## src/rtl/fact_inverse.sv

```systemverilog
// fact_inverse: sequential inverse factorial.
// Finds the largest n with n! <= value and flags an exact match, doing one
// multiply step per clock under a start/busy/done handshake.
module fact_inverse #(
  parameter int WIDTH = 32
) (
  input  logic             clk,
  input  logic             rst,
  input  logic             start,
  input  logic [WIDTH-1:0] value,
  output logic             busy,
  output logic             done,
  output logic [4:0]       n,
  output logic             exact
);

  localparam int PW = WIDTH + 5;

  typedef enum logic [1:0] {
    IDLE = 2'd0,
    RUN  = 2'd1,
    DONE = 2'd2
  } state_t;

  state_t           state_q, state_d;
  logic [WIDTH-1:0] v_q, v_d;
  logic [WIDTH-1:0] p_q, p_d;
  logic [4:0]       k_q, k_d;
  logic [4:0]       n_q, n_d;
  logic             exact_q, exact_d;
  logic             busy_q, busy_d;
  logic             done_q, done_d;

  logic [PW-1:0]    prod_s;
  logic             ovf_s;
  logic             accept_s;

  // Datapath: next running product p*(k+1) at full width, and its overflow flag.
  always_comb begin
    prod_s = PW'(p_q) * PW'(k_q + 5'd1);
    ovf_s  = |prod_s[PW-1:WIDTH];
  end

  // Next-state, datapath update and output-register logic.
  always_comb begin
    state_d  = state_q;
    v_d      = v_q;
    p_d      = p_q;
    k_d      = k_q;
    n_d      = n_q;
    exact_d  = exact_q;
    accept_s = start && (state_q != RUN);

    case (state_q)
      IDLE: begin
        if (accept_s) begin
          state_d = RUN;
          v_d     = value;
          p_d     = WIDTH'(1'b1);
          k_d     = 5'd1;
        end else begin
          state_d = IDLE;
        end
      end

      RUN: begin
        // p always equals k! here; the checks run in priority order.
        if (p_q == v_q) begin
          state_d = DONE;
          n_d     = k_q;
          exact_d = 1'b1;
        end else if (p_q > v_q) begin
          state_d = DONE;
          n_d     = k_q - 5'd1;
          exact_d = 1'b0;
        end else if (ovf_s) begin
          // (k+1)! cannot be represented, so k! is the largest factorial <= v.
          state_d = DONE;
          n_d     = k_q;
          exact_d = 1'b0;
        end else begin
          state_d = RUN;
          p_d     = prod_s[WIDTH-1:0];
          k_d     = k_q + 5'd1;
        end
      end

      DONE: begin
        // The done cycle also accepts, so a held start re-launches at once.
        if (accept_s) begin
          state_d = RUN;
          v_d     = value;
          p_d     = WIDTH'(1'b1);
          k_d     = 5'd1;
        end else begin
          state_d = IDLE;
        end
      end

      default: begin
        state_d = IDLE;
      end
    endcase

    busy_d = (state_d == RUN);
    done_d = (state_d == DONE);
  end

  // State, datapath and output registers with asynchronous reset.
  always_ff @(posedge clk or posedge rst) begin
    if (rst) begin
      state_q <= IDLE;
      v_q     <= '0;
      p_q     <= WIDTH'(1'b1);
      k_q     <= 5'd1;
      n_q     <= 5'd0;
      exact_q <= 1'b0;
      busy_q  <= 1'b0;
      done_q  <= 1'b0;
    end else begin
      state_q <= state_d;
      v_q     <= v_d;
      p_q     <= p_d;
      k_q     <= k_d;
      n_q     <= n_d;
      exact_q <= exact_d;
      busy_q  <= busy_d;
      done_q  <= done_d;
    end
  end

  assign busy  = busy_q;
  assign done  = done_q;
  assign n     = n_q;
  assign exact = exact_q;

endmodule

```

## config.mk

```make
export PLATFORM = sky130hd
export DESIGN_NAME = fact_inverse
export DESIGN_NICKNAME = d
export VERILOG_FILES = /design/src/rtl/fact_inverse.sv
export SDC_FILE = /design/constraint.sdc
export NUM_CORES = 1
export LEC_CHECK = 0
export ABC_AREA = 1
export BUFFER_PORTS_ARGS = -buffer_cell sky130_fd_sc_hd__buf_2
export CORE_MARGIN = 5
export CORE_UTILIZATION = 50
export CTS_CLUSTER_SIZE = 20
export DETAILED_ROUTE_END_ITERATION = 8
export PLACE_DENSITY_LB_ADDON = 0.3
export SYNTH_ARGS = -nofsm -noshare
export SYNTH_HDL_FRONTEND = slang
export SYNTH_SLANG_ARGS = --single-unit
```

## constraint.sdc

```tcl
create_clock -name clk -period 8.1 [get_ports clk]
set_input_delay 0.81 -clock clk [delete_from_list [all_inputs] [get_ports clk]]
set_output_delay 0.81 -clock clk [all_outputs]
set_load 0.01 [all_outputs]
```

* Yosys cells after proc, flatten, opt, wreduce, memory -nomap -nowiden
Cells that the tools add are included.
** Word-level totals
- Input bits :: 35
- Output and inout bits :: 8
- Logic and storage cells :: 53
- Flip-flop bits (word level) :: 79
** Operators by class
- Equal/unequal tests :: 10
- Multiply operators :: 1
- Add/subtract/negate cells :: 3
- Reduce and logical (&&, ||, !) cells :: 9
- Mux-type cells :: 21
- Magnitude comparators :: 1
** Operators with widths (number)
- $mux W32 :: 4
- $pmux W32 S2 :: 1
- $mul A32 B6 Y37 :: 1
- $mux W5 :: 7
- $eq A32 B32 Y1 :: 1
- $gt A32 B32 Y1 :: 1
- $pmux W5 S2 :: 1
- $add A5 B1 Y6 const B :: 1
- $mux W2 :: 3
- $ne A2 B2 Y1 const B :: 3
- $add A5 B1 Y5 const B :: 1
- $reduce_and A5 Y1 :: 1
- $reduce_or A5 Y1 :: 1
- $sub A5 B1 Y5 const B :: 1
- $eq A2 B1 Y1 const B :: 2
- $eq A2 B2 Y1 const B :: 2
- $mux W1 :: 4
- $ne A2 B1 Y1 const B :: 2
- $pmux W2 S2 :: 1
- $reduce_and A2 Y1 :: 2
- $reduce_bool A3 Y1 :: 1
- $logic_not A2 Y1 :: 1
- $reduce_bool A2 Y1 :: 1
- $reduce_or A2 Y1 :: 1
- $logic_and A1 B1 Y1 :: 1

* Longest topological paths before layout
Gate-level depths: netlist of the first run.
- Depth after elaboration :: 8
- Mapped depth :: 31
- Gate-level depth less buffers :: 30

* Least setup slack after synthesis of the first run
No wires, ideal clock.
- Kind :: register -> register
- From :: register k_q[0]
- To :: register p_q[4]
- Required time :: 7.982 ns
- Period minus slack after synthesis :: 5.056 ns
- Buffers on the path :: 5
- Setup slack :: 3.044 ns
- Setup time :: 0.118 ns
- Arrival time :: 4.938 ns
- Stages on the path, launching flop included :: 29
- Cell sequence :: dfstp_2 -> buf_2 -> inv_1 -> ha_1 -> clkbuf_1 -> clkbuf_1 -> nand2_1 -> inv_1 -> fa_1 -> fa_1 -> inv_1 -> fa_1 -> inv_1 -> ha_1 -> or2_1 -> nand3_1 -> nand2_1 -> nand2_1 -> nand2_1 -> nand2_1 -> a21oi_1 -> nor2_1 -> nand3_1 -> nor2_2 -> nand3_2 -> buf_6 -> buf_6 -> nand3_2 -> nand2_1
** Between the ends
- Longest elaborated chain between the ends :: 6
- Elaborated cells on any way between the ends :: 9
- Those cells by class :: add/sub (1); mul (1); eq/ne (1); mux (4); reduce/logical (2)
** Ends and longest elaborated chain
- from (decl) :: RTL line 28 : logic [4:0] k_q, k_d;
- from (signal assigned) :: RTL line 124 : k_q <= k_d;
- $add A5 B1 Y6 * :: RTL line 40 : prod_s = PW'(p_q) * PW'(k_q + 5'd1);
- $mul A32 B6 Y37 * :: RTL line 40
- $mux W32 :: RTL line 76 : end else if (ovf_s) begin
- $mux W32 :: RTL line 72 : end else if (p_q > v_q) begin
- $mux W32 :: RTL line 68 : if (p_q == v_q) begin
- $pmux W32 S2 :: RTL line 54 : case (state_q)
- to (signal assigned) :: RTL line 114 : p_q <= WIDTH'(1'b1);
- to (signal assigned) :: RTL line 123 : p_q <= p_d;
- to (decl) :: RTL line 27 : logic [WIDTH-1:0] p_q, p_d;
Every way passes the cells marked *; elsewhere a longest branch is shown, timed or not. The select of a mux whose other input is x is not followed.
A chain may end at the register's enable or synchronous reset.

* Worst setup path in the final report of the first run
- From :: register k_q[0]
- To :: register p_q[25]
The elaborated chain is that of the path after synthesis.

==> results of run 1 <==
-- layer usage --
| layer | track usage | routed length (um) | vias up |
|---|---|---|---|
| li1 | - | - | 4433 |
| met1 | 0.317 | 11500 | 4305 |
| met2 | 0.399 | 13200 | 311 |
| met3 | 0.0312 | 1650 | 56 |
| met4 | 0.0824 | 882 | 0 |
| met5 | 0 | 0 | - |
-- kinds of logic (layout without fill, tap and decap cells) --
kind of cell    after synthesis  after routing  share of synthesized area
compound gates              139            139                     0.0721
xor+xnor                     21             21                     0.0175
fa+ha+maj                   199            199                      0.323
buf+inv                     365            392                      0.134
flops                        79             79                      0.188
mux                           1              1                    0.00107
simple gates                660            660                      0.264
-- registers in the layout, indices dropped and copies added, names as in the netlist --
| signal | cells |
|---|---|
| k_q | 5 |
| state_q | 2 |
| exact | 1 |
| n | 5 |
| busy | 1 |
| p_q | 32 |
| v_q | 32 |
| done | 1 |
-- power by group through the flow --
stage / combinational, W / sequential [W] / clock (W)
floorplan: 0.00146 / 0.000637 / 0
global placement: 0.00188 / 0.000691 / 0
detailed placement: 0.00192 / 0.000693 / 0
CTS: 0.00194 / 0.000688 / 0.000453
global route: 0.00221 / 0.000707 / 0.000473
finish: 0.00193 / 0.000689 / 0.000449
-- cells in the mapped netlist (5+ instances only) --
| master | instances |
|---|---|
| a21oi_1 | 92 |
| buf_2 | 5 |
| clkbuf_1 | 31 |
| dfrtp_1 | 77 |
| fa_1 | 120 |
| ha_1 | 79 |
| inv_1 | 317 |
| nand2_1 | 316 |
| nand2_2 | 6 |
| nand3_1 | 42 |
| nand3_2 | 22 |
| nand4_1 | 12 |
| nor2_1 | 235 |
| nor2_2 | 8 |
| nor3_1 | 10 |
| o21a_1 | 6 |
| o21ai_0 | 22 |
| o21bai_1 | 10 |
| xnor2_1 | 9 |
| xor2_1 | 12 |
-- cells in the final DEF, fill, tap and decap left out, types with 8 or more instances in the layout --
| master | n |
|---|---|
| nor2_2 | 8 |
| nand3_2 | 22 |
| nand3_1 | 42 |
| inv_1 | 316 |
| a21oi_1 | 92 |
| xnor2_1 | 9 |
| ha_1 | 79 |
| clkbuf_16 | 9 |
| nand4_1 | 12 |
| buf_4 | 12 |
| o21bai_1 | 10 |
| xor2_1 | 11 |
| nor3_1 | 10 |
| o21ai_0 | 22 |
| fa_1 | 120 |
| nand2_1 | 315 |
| buf_2 | 42 |
| dfrtp_1 | 77 |
| nor2_1 | 235 |
-- worst max-delay path: cells and delay by family (launching register included) --
family	cells	cell delay, ns
AND/OR/NAND/NOR	12	2.00
adder cells (fa/ha/maj)	4	1.88
buffers and inverters	6	1.12
AO/OA/AOI/OAI	3	0.81
flip-flops	1	0.55
-- final timing paths --
check                      slack, ns  endpoint
max                             1.65   p_q[25]
min                             0.48      n[2]
max reg2reg                     1.65   p_q[25]
min reg2reg                     0.48      n[2]
max in group asynchronous       6.64   p_q[29]
min in group asynchronous       0.78    v_q[7]
-- area by class of cell --
class / count / area share
Tap cell: 275 / 0.0305
Clock buffer: 10 / 0.0203
Sequential cell: 79 / 0.175
Inverter: 322 / 0.107
Timing Repair Buffer: 54 / 0.0266
Multi-Input combinational cell: 1020 / 0.632
Clock inverter: 6 / 0.00842
-- through the flow --
step	utilization	total power [W]	hold WS (ns)	setup slack (ns)
finish	0.541	0.00307	0.479	1.65
global route	0.541	0.00339	0.518	1.13
CTS	0.541	0.00308	0.485	1.76
detailed placement	0.525	0.00261	0.468	1.84
global placement	0.525	0.00257	0.464	1.97
floorplan	-	0.00210	0.479	3.04
==> impl_metrics.toml, run 1 <==
[synth]
syn_inst = 1464
netlist-cell-type-count = 42
synth_top_area_share = 0.229
syn_area_per_cell_um2 = 7.18
synthFlopType = "dfrtp_1"
synth_largest_area_cell = "fa_1"
synth_area_leaders = "fa_1 (23%), dfrtp_1 (18%), inv_1 (11%)"
ys_seq_area_frac = 0.188
synth_edf_count = 0
mappedNetlistNets = 1698
netlist_area_um2 = 10500
synth_seq_cells = 79
synthArstFlopShare = 1.00
yosysWarnings = 0

[clock_tree]
clkSinkCount = 79
cts.path.max_buffers = 2
htreeDepth = 3
cts_resized = 0
cts_root_buf = "clkbuf_16"
tritoncts = "yes"
cts_hold_buf = 0
post_cts_buffers = 0
clk_pin_slew_ns = 0.07
clkLatencyLatePin_ns = 0.34
cts_buffers = 9

[sta]
setup_viol = 0
post-route-min-period_ns = 6.45
tightest_slew_ns = 1.11
fin_setup_tns_ns = 0
post-route-period-util = 0.797
slew_headroom = 0.257
fmax_mhz = 155
drv_slew = 0
rsz0062_at_grt = "false"
fin_skew_ns = 0.00934
hold_viol = 0

[place]
hpwl_um = 22000
portBuffers = 42
place_area_um2 = 11000
gp_congestion = 0.941
placed_cells = 1750

[die]
core-area_um2 = 20900
std_cell_rows = 53
fp.dieArea_um2 = 24000
io_pins = 43
initial_core_util = 0.503
fp.dieW_um = 155
die_h_um = 155

[flow_run]
cap_violations = 0

[worst_setup_path]
critPathArrivalTime_ns = 6.74
crit_path_top_delay_cell = "dfstp_2"
r2r_cells = 25
timing.rr.start = "k_q[0]"
crit_path_max_fanout = 33
end_kind = "flop"
slowest_delay_ns = 0.55
crit_type = "flop to flop"
critical_path.most_common_cell = "nand2_1"
start_kind = "flop"
setup.worst_path.start = "k_q[0]"
cp_data_required_time_ns = 8.38

[grt]
antenna_found_initial = 0
grt_pass1_vias = 9199
overflow = 0
grt_pass1_wl_um = 46100
grt_start_max_net_pins = 101
gr-usage-all-layers = 0.237

[detailed_routing]
detail-route-antenna-nets = 0
remaining_drc_errors = 0
dr.pass1.iters = 5
drtIter0Drc = 655
viasPerCell = 5.16
vias = 9105
drt-wirelength-per-cell_um = 15.4
wl_um = 27300

[layout]
multi_input_area_um2 = 7140
drive_gt1_frac = 0.0798
final_cells = 1766
syn_to_final_growth_pct = 7.45
regArea_um2 = 1980
finish.net_count = 1720
fill_cells = 2022
diodes = 0
stdcell_area_um2 = 11300

[pwr]
p_switching_w = 0.00161
seq_power_share = 0.225
p_clk_frac = 0.146
leakagePower_nw = 6.34
power_density_nw_per_um2 = 272
combPwrFrac = 0.629
intPower_w = 0.00146
netSwitchingFraction = 0.525
peakVddDrop_mv = 0.141

[status]
status = "finished clean"

[worst_hold_path]
hold_class = "flop to flop"
hold_path_depth = 2
hp-start = "n[2]"
No activity file was read; power rests on OpenSTA's default activity.
==> inputs of run 2 (changes only) <==
==> constraint.sdc (replaced) <==
create_clock -name clk -period 5.8 [get_ports clk]
set_input_delay 0.58 -clock clk [delete_from_list [all_inputs] [get_ports clk]]
set_output_delay 0.58 -clock clk [all_outputs]
set_load 0.01 [all_outputs]
==> run 2 against run 1 <==
Compared with the run above:
- non-clock buffer count up 7
- cell area up 1.3%
- power up 42%
- final cell count up 0.34%
- core utilization up 0.69 points
- sequential share of layout area down 0.22 points
- critical path depth unchanged
- first-iteration DRC count down 12%
- die area unchanged
- count of clock-buffer cells in the layout up 1
- combinational power up 48%
- flip-flop and latch count unchanged
==> impl_metrics.toml, run 2 (synthesis gave the netlist of run 1 again) <==
[status]
status = "finished clean"

[sta]
whs_ns = 0.477
fin_skew_ns = 0.00821
fmax_mhz = 179
drv_slew = 0
post-route-period-util = 0.963
slew_headroom = 0.317
tightest_slew_ns = 1.02
post-route-min-period_ns = 5.58
fin_setup_tns_ns = 0
setup_viol = 0
hold_viol = 0

[clock_tree]
cts_buffers = 9
cts_root_buf = "clkbuf_16"
htreeDepth = 3
tritoncts = "yes"
cts.path.max_buffers = 2
clkSinkCount = 79
clk_pin_slew_ns = 0.06
clkLatencyLatePin_ns = 0.34
cts_hold_buf = 0

[grt]
overflow = 0
grt_start_max_net_pins = 80
grt_pass1_vias = 9229
antenna_found_initial = 0
gr-usage-all-layers = 0.239
grt_pass1_wl_um = 46000

[detailed_routing]
wl_met3_um = 1340
vias = 9139
drt-wirelength-per-cell_um = 15.7
wl_met2_um = 13400
wl_met1_um = 11900
maxUsedRoutingLayer = "met4"
detail-route-antenna-nets = 0
dr.pass1.iters = 6
remaining_drc_errors = 0
wl_um = 27800
drtIter0Drc = 577
viasPerCell = 5.16

[worst_hold_path]
hold_class = "flop to flop"
holdPathEnd = "n[3]"
hp-start = "n[3]"
hold_path_depth = 2

[die]
std_cell_rows = 53
fp.dieW_um = 155
fp.dieArea_um2 = 24000
initial_core_util = 0.503
io_pins = 43
core-area_um2 = 20900
die_h_um = 155

[layout]
final_common_cell = "inv_1"
regArea_um2 = 1980
syn_to_final_growth_pct = 8.83
final_cell_mix = "inv_1 (316), nand2_1 (312), nor2_1 (234)"
largest_registers = "p_q x32, v_q x32"
multi_input_area_um2 = 7190
fill_cells = 2049
finish.net_count = 1727
drive_gt1_frac = 0.0915
diodes = 0

[pwr]
power_density_nw_per_um2 = 381
peakVddDrop_mv = 0.298
leakagePower_nw = 6.39

[worst_setup_path]
crit_path_top_delay_cell = "dfstp_2"
r2r_slack_ns = 0.22
end_kind = "flop"
r2r_end = "k_q[4]"
crit_type = "flop to flop"
start_kind = "flop"
crit_path_max_fanout = 16
critical_path.most_common_cell = "nand2_1"
slowest_delay_ns = 0.60
critPathArrivalTime_ns = 5.86
r2r_cells = 25
timing.rr.start = "k_q[0]"
cp_data_required_time_ns = 6.07

[place]
hpwl_um = 22200
gp_congestion = 0.920
portBuffers = 42

[flow_run]
cap_violations = 0
==> run 2: changes by cell type in the layout (fill, tap and decap cells not counted), moves of 3 or more <==
cell,previous run,this run
buf_12,0,3
ha_1,79,75
nand2_1,315,312
ha_2,0,3
clkinv_4,4,1
nand2_2,6,9
==> run 2: area by class of cell <==
type / count / share of cell area
multi-input cells: 1020 / 0.629
inverters: 322 / 0.106
clock buffers: 11 / 0.0221
flip-flops and latches: 79 / 0.173
clock inverters: 4 / 0.00262
repair buffers: 61 / 0.0378
well taps: 275 / 0.0301
==> run 2: where the power goes <==
| group | internal, W | switching (W) | total (W) |
|---|---|---|---|
| Sequential | 0.000770 | 0.000193 | 0.000963 |
| Clock | 0.000313 | 0.000235 | 0.000548 |
| Combinational | 0.000989 | 0.00186 | 0.00285 |
| Total | 0.00207 | 0.00229 | 0.00436 |
==> run 2: metrics by stage <==
stage | cells | utilization | instance area [um^2] | total power, W | setup WS [ns]
6_report | 1772 | 0.548 | 11400 | 0.00436 | 0.217
5_1_grt | 1772 | 0.548 | 11400 | 0.00483 | -0.0461
4_1_cts | 1770 | 0.542 | 11300 | 0.00430 | 0.279
3_5_place_dp | 1755 | 0.529 | 11000 | 0.00373 | 0.319
3_3_place_gp | 1755 | 0.529 | 11000 | 0.00367 | 0.388
2_1_floorplan | 1464 | - | 10500 | 0.00293 | 0.744
==> run 2: worst max-delay path by stage <==
stage / cells after the start / to / startpoint / slack (ns)
after floorplan: 28 / p_q[4] / k_q[0] / 0.74
after global placement: 28 / n[3] / k_q[0] / 0.39
after detailed placement: 28 / n[3] / k_q[0] / 0.32
after CTS: 27 / n[2] / k_q[0] / 0.28
after global routing: 27 / k_q[4] / k_q[0] / -0.05
final: 25 / k_q[4] / k_q[0] / 0.22
==> run 2: what timing repair did <==
action | CTS | global route
gates resized for setup | 0 | 14
setup endpoints to repair | 0 | 44
setup buffers | 0 | 0
==> run 2: worst max-delay path: cells and delay by family, from the launching register on <==
family,cells,cell delay (ns)
compound gates,2,0.39
xor+xnor,1,0.33
fa+ha+maj,5,2.16
buf+inv,4,0.51
flops,1,0.60
simple gates,13,1.52
==> run 2: per-layer routing <==
layer  GRT usage  up-vias
met5           0        -
met4      0.0908        0
met3      0.0259       70
met2       0.405      254
met1       0.317     4363
li1            -     4452
==> inputs of run 3 (changes only) <==
--- a/config.mk
+++ b/config.mk
@@ -5,10 +5,9 @@
 export SDC_FILE = /design/constraint.sdc
 export NUM_CORES = 1
 export LEC_CHECK = 0
-export ABC_AREA = 1
 export BUFFER_PORTS_ARGS = -buffer_cell sky130_fd_sc_hd__buf_2
 export CORE_MARGIN = 5
-export CORE_UTILIZATION = 50
+export CORE_UTILIZATION = 51
 export CTS_CLUSTER_SIZE = 20
 export DETAILED_ROUTE_END_ITERATION = 8
 export PLACE_DENSITY_LB_ADDON = 0.3
==> constraint.sdc (replaced) <==
create_clock -name clk -period 6.1 [get_ports clk]
set_input_delay 0.61 -clock clk [delete_from_list [all_inputs] [get_ports clk]]
set_output_delay 0.61 -clock clk [all_outputs]
set_load 0.01 [all_outputs]
==> run 3 against run 2 <==
Compared with the run above:
- largest cell class unchanged
- fmax shrank 6.3%
- combinational power shrank 27%
- setup slack lost 0.074 ns
- count of clock-buffer cells in the layout is the same
- register-to-register slack lost 0.07 ns
- sequential share of layout area shrank 0.36 points
- largest power group unchanged
==> impl_metrics.toml, run 3 <==
[clock_tree]
cts_buffers = 9
clk_pin_slew_ns = 0.07
cts_root_buf = "clkbuf_16"
htreeDepth = 3
clkLatencyLatePin_ns = 0.35
tritoncts = "yes"
cts.path.max_buffers = 2
clkSinkCount = 79

[layout]
stdcell_area_um2 = 11700
drive_gt1_frac = 0.135
multi_input_area_um2 = 7610
largest_registers = "p_q x32, v_q x32"
final_cells = 1506
final_common_cell = "inv_1"
utilization = 0.597
final_cell_mix = "inv_1 (186), nand2_1 (144), fa_1 (120)"
fill_cells = 1721
finish.net_count = 1469
syn_to_final_growth_pct = 14.4
regArea_um2 = 1980

[grt]
overflow = 0
grt_pass1_vias = 8642
grt_start_max_net_pins = 80
grt_pass1_wl_um = 43600
gr-usage-all-layers = 0.241
antenna_found_initial = 0

[synth]
synth.most_common_cell = "inv_1"
synth_top_area_share = 0.235
yosysWarnings = 0
synth_edf_count = 0
synthFlopType = "dfrtp_1"
netlist-cell-type-count = 54
synthArstFlopShare = 1.00
synth_largest_area_cell = "fa_1"
netlist_area_um2 = 10200
mappedNetlistNets = 1412
synth_seq_cells = 79
ys_seq_area_frac = 0.194
synth_area_leaders = "fa_1 (24%), dfrtp_1 (19%), ha_1 (9.7%)"
syn_inst = 1178
synthTopCellsByCount = "inv_1 (187), nand2_1 (144), fa_1 (120), nor2b_1 (87), ha_1 (79)"
syn_area_per_cell_um2 = 8.68

[worst_setup_path]
end_kind = "flop"
critical_path.top_delay_family = "adder cells"
critical_path.most_common_cell = "fa_1"
start_kind = "flop"
crit_path_top_delay_cell = "dfstp_2"
crit_type = "flop to flop"
crit_buf_inv = 5
slowest_delay_ns = 0.56
cp_data_required_time_ns = 6.37
critPathArrivalTime_ns = 6.23
crit_path_max_fanout = 8
crit_chain = "ha_4, nand3_4, xor2_4, clkbuf_16, nor2b_2, fa_1, fa_1, inv_1, fa_1, inv_1, ha_4, and3_1, a221o_1, a221o_1, a311o_1, a32oi_1, nand4_1, nor4_4, buf_4, bufbuf_16, mux2i_1"

[place]
place_area_um2 = 10900
placed_cells = 1475
gp_congestion = 0.942
portBuffers = 42
hpwl_um = 19200

[sta]
slew_headroom = 0.279
tightest_slew_ns = 1.08
setup_viol = 0
hold_viol = 0
post-route-min-period_ns = 5.96
whs_ns = 0.453
fin_skew_ns = 0.00910
drv_slew = 0
rsz0062_at_grt = "true"
fmax_mhz = 168
post-route-period-util = 0.977

[detailed_routing]
dr.pass1.iters = 6
wl_um = 26200
drt-wirelength-per-cell_um = 17.4
vias = 8315
detail-route-antenna-nets = 0
remaining_drc_errors = 0
viasPerCell = 5.52
drtIter0Drc = 517

[die]
fp.dieArea_um2 = 23000
die_h_um = 152
core-area_um2 = 19600
std_cell_rows = 51
fp.dieW_um = 152
io_pins = 43
initial_core_util = 0.522

[pwr]
peakVddDrop_mv = 0.193
p_total_w = 0.00355
leakagePower_nw = 5.79
power_density_nw_per_um2 = 304

[worst_hold_path]
hold_class = "primary input to flop"

[flow_run]
cap_violations = 0

[status]
status = "finished clean"
[run 3: layout make-up]
type / count / share of cell area
Sequential cell: 79 / 0.169
Inverter: 187 / 0.0601
Antenna cell: 1 / 0.000214
Multi-Input combinational cell: 861 / 0.651
Clock inverter: 5 / 0.00696
Timing Repair Buffer: 97 / 0.0636
Clock buffer: 11 / 0.0208
Tap cell: 265 / 0.0284
[run 3: worst register-to-register path: cells and delay by family (launching register included)]
kind            cells  cell delay [ns]
simple gates        5             0.80
mux                 1             0.19
xor+xnor            1             0.33
flops               1             0.56
compound gates      4             1.22
buf+inv             5             0.79
fa+ha+maj           5             1.98
[run 3: path summary, 6_finish.rpt]
| path | from | to | slack, ns | cells past startpoint |
|---|---|---|---|---|
| setup / recovery | k_q[0] | k_q[4] | 0.14 | 21 |
| hold / removal | value[0] | v_q[0] | 0.45 | 3 |
| max in group asynchronous | rst | k_q[1] | 4.72 | 3 |
| setup reg to reg | k_q[0] | k_q[4] | 0.14 | 21 |
| min in group asynchronous | rst | v_q[16] | 0.59 | 3 |
| hold reg to reg | v_q[0] | v_q[0] | 0.50 | 2 |
[run 3: logic make-up (layout without fill, tap and decap cells)]
| group | count (synthesis) | count (layout) | share of synthesized area |
|---|---|---|---|
| XOR/XNOR | 38 | 38 | 0.0326 |
| AND/OR/NAND/NOR | 412 | 412 | 0.210 |
| other | 0 | 1 | 0 |
| adder cells (fa/ha/maj) | 199 | 199 | 0.332 |
| AO/OA/AOI/OAI | 171 | 171 | 0.0999 |
| buffers and inverters | 238 | 300 | 0.0912 |
| flip-flops | 79 | 79 | 0.194 |
| multiplexers | 41 | 41 | 0.0408 |
[run 3: layer usage]
layer	track usage	up-vias	routed length (um)
li1	-	3892	-
met1	0.321	4169	11300
met2	0.409	207	12900
met3	0.0405	47	1400
met4	0.0629	0	607
met5	0	-	0
[run 3: power by group]
part | switching (W) | internal, W | total, W | leakage [nW]
clock network | 0.000230 | 0.000370 | 0.000600 | 0.156
logic | 0.00121 | 0.000876 | 0.00208 | 4.61
registers | 0.000162 | 0.000706 | 0.000868 | 1.03
total | 0.00160 | 0.00195 | 0.00355 | 5.79
[run 3: repair_timing]
item / in CTS / in global routing
endpoints found under the setup margin: 44 / 44
gates cloned: 3 / 1
hold endpoints to repair: 0 / 0
hold buffers: 0 / 0
setup buffers: 4 / 7
gates resized for setup: 7 / 52
pin swaps: 4 / 28
[run 3: per-stage QoR]
stage,setup slack [ns],TNS (ns)
floorplan,0.0692,0
detailed placement,-0.140,-4.14
global route,-0.140,-2.65
finish,0.143,0
CTS,0.0102,0
global placement,-0.0431,-1.39
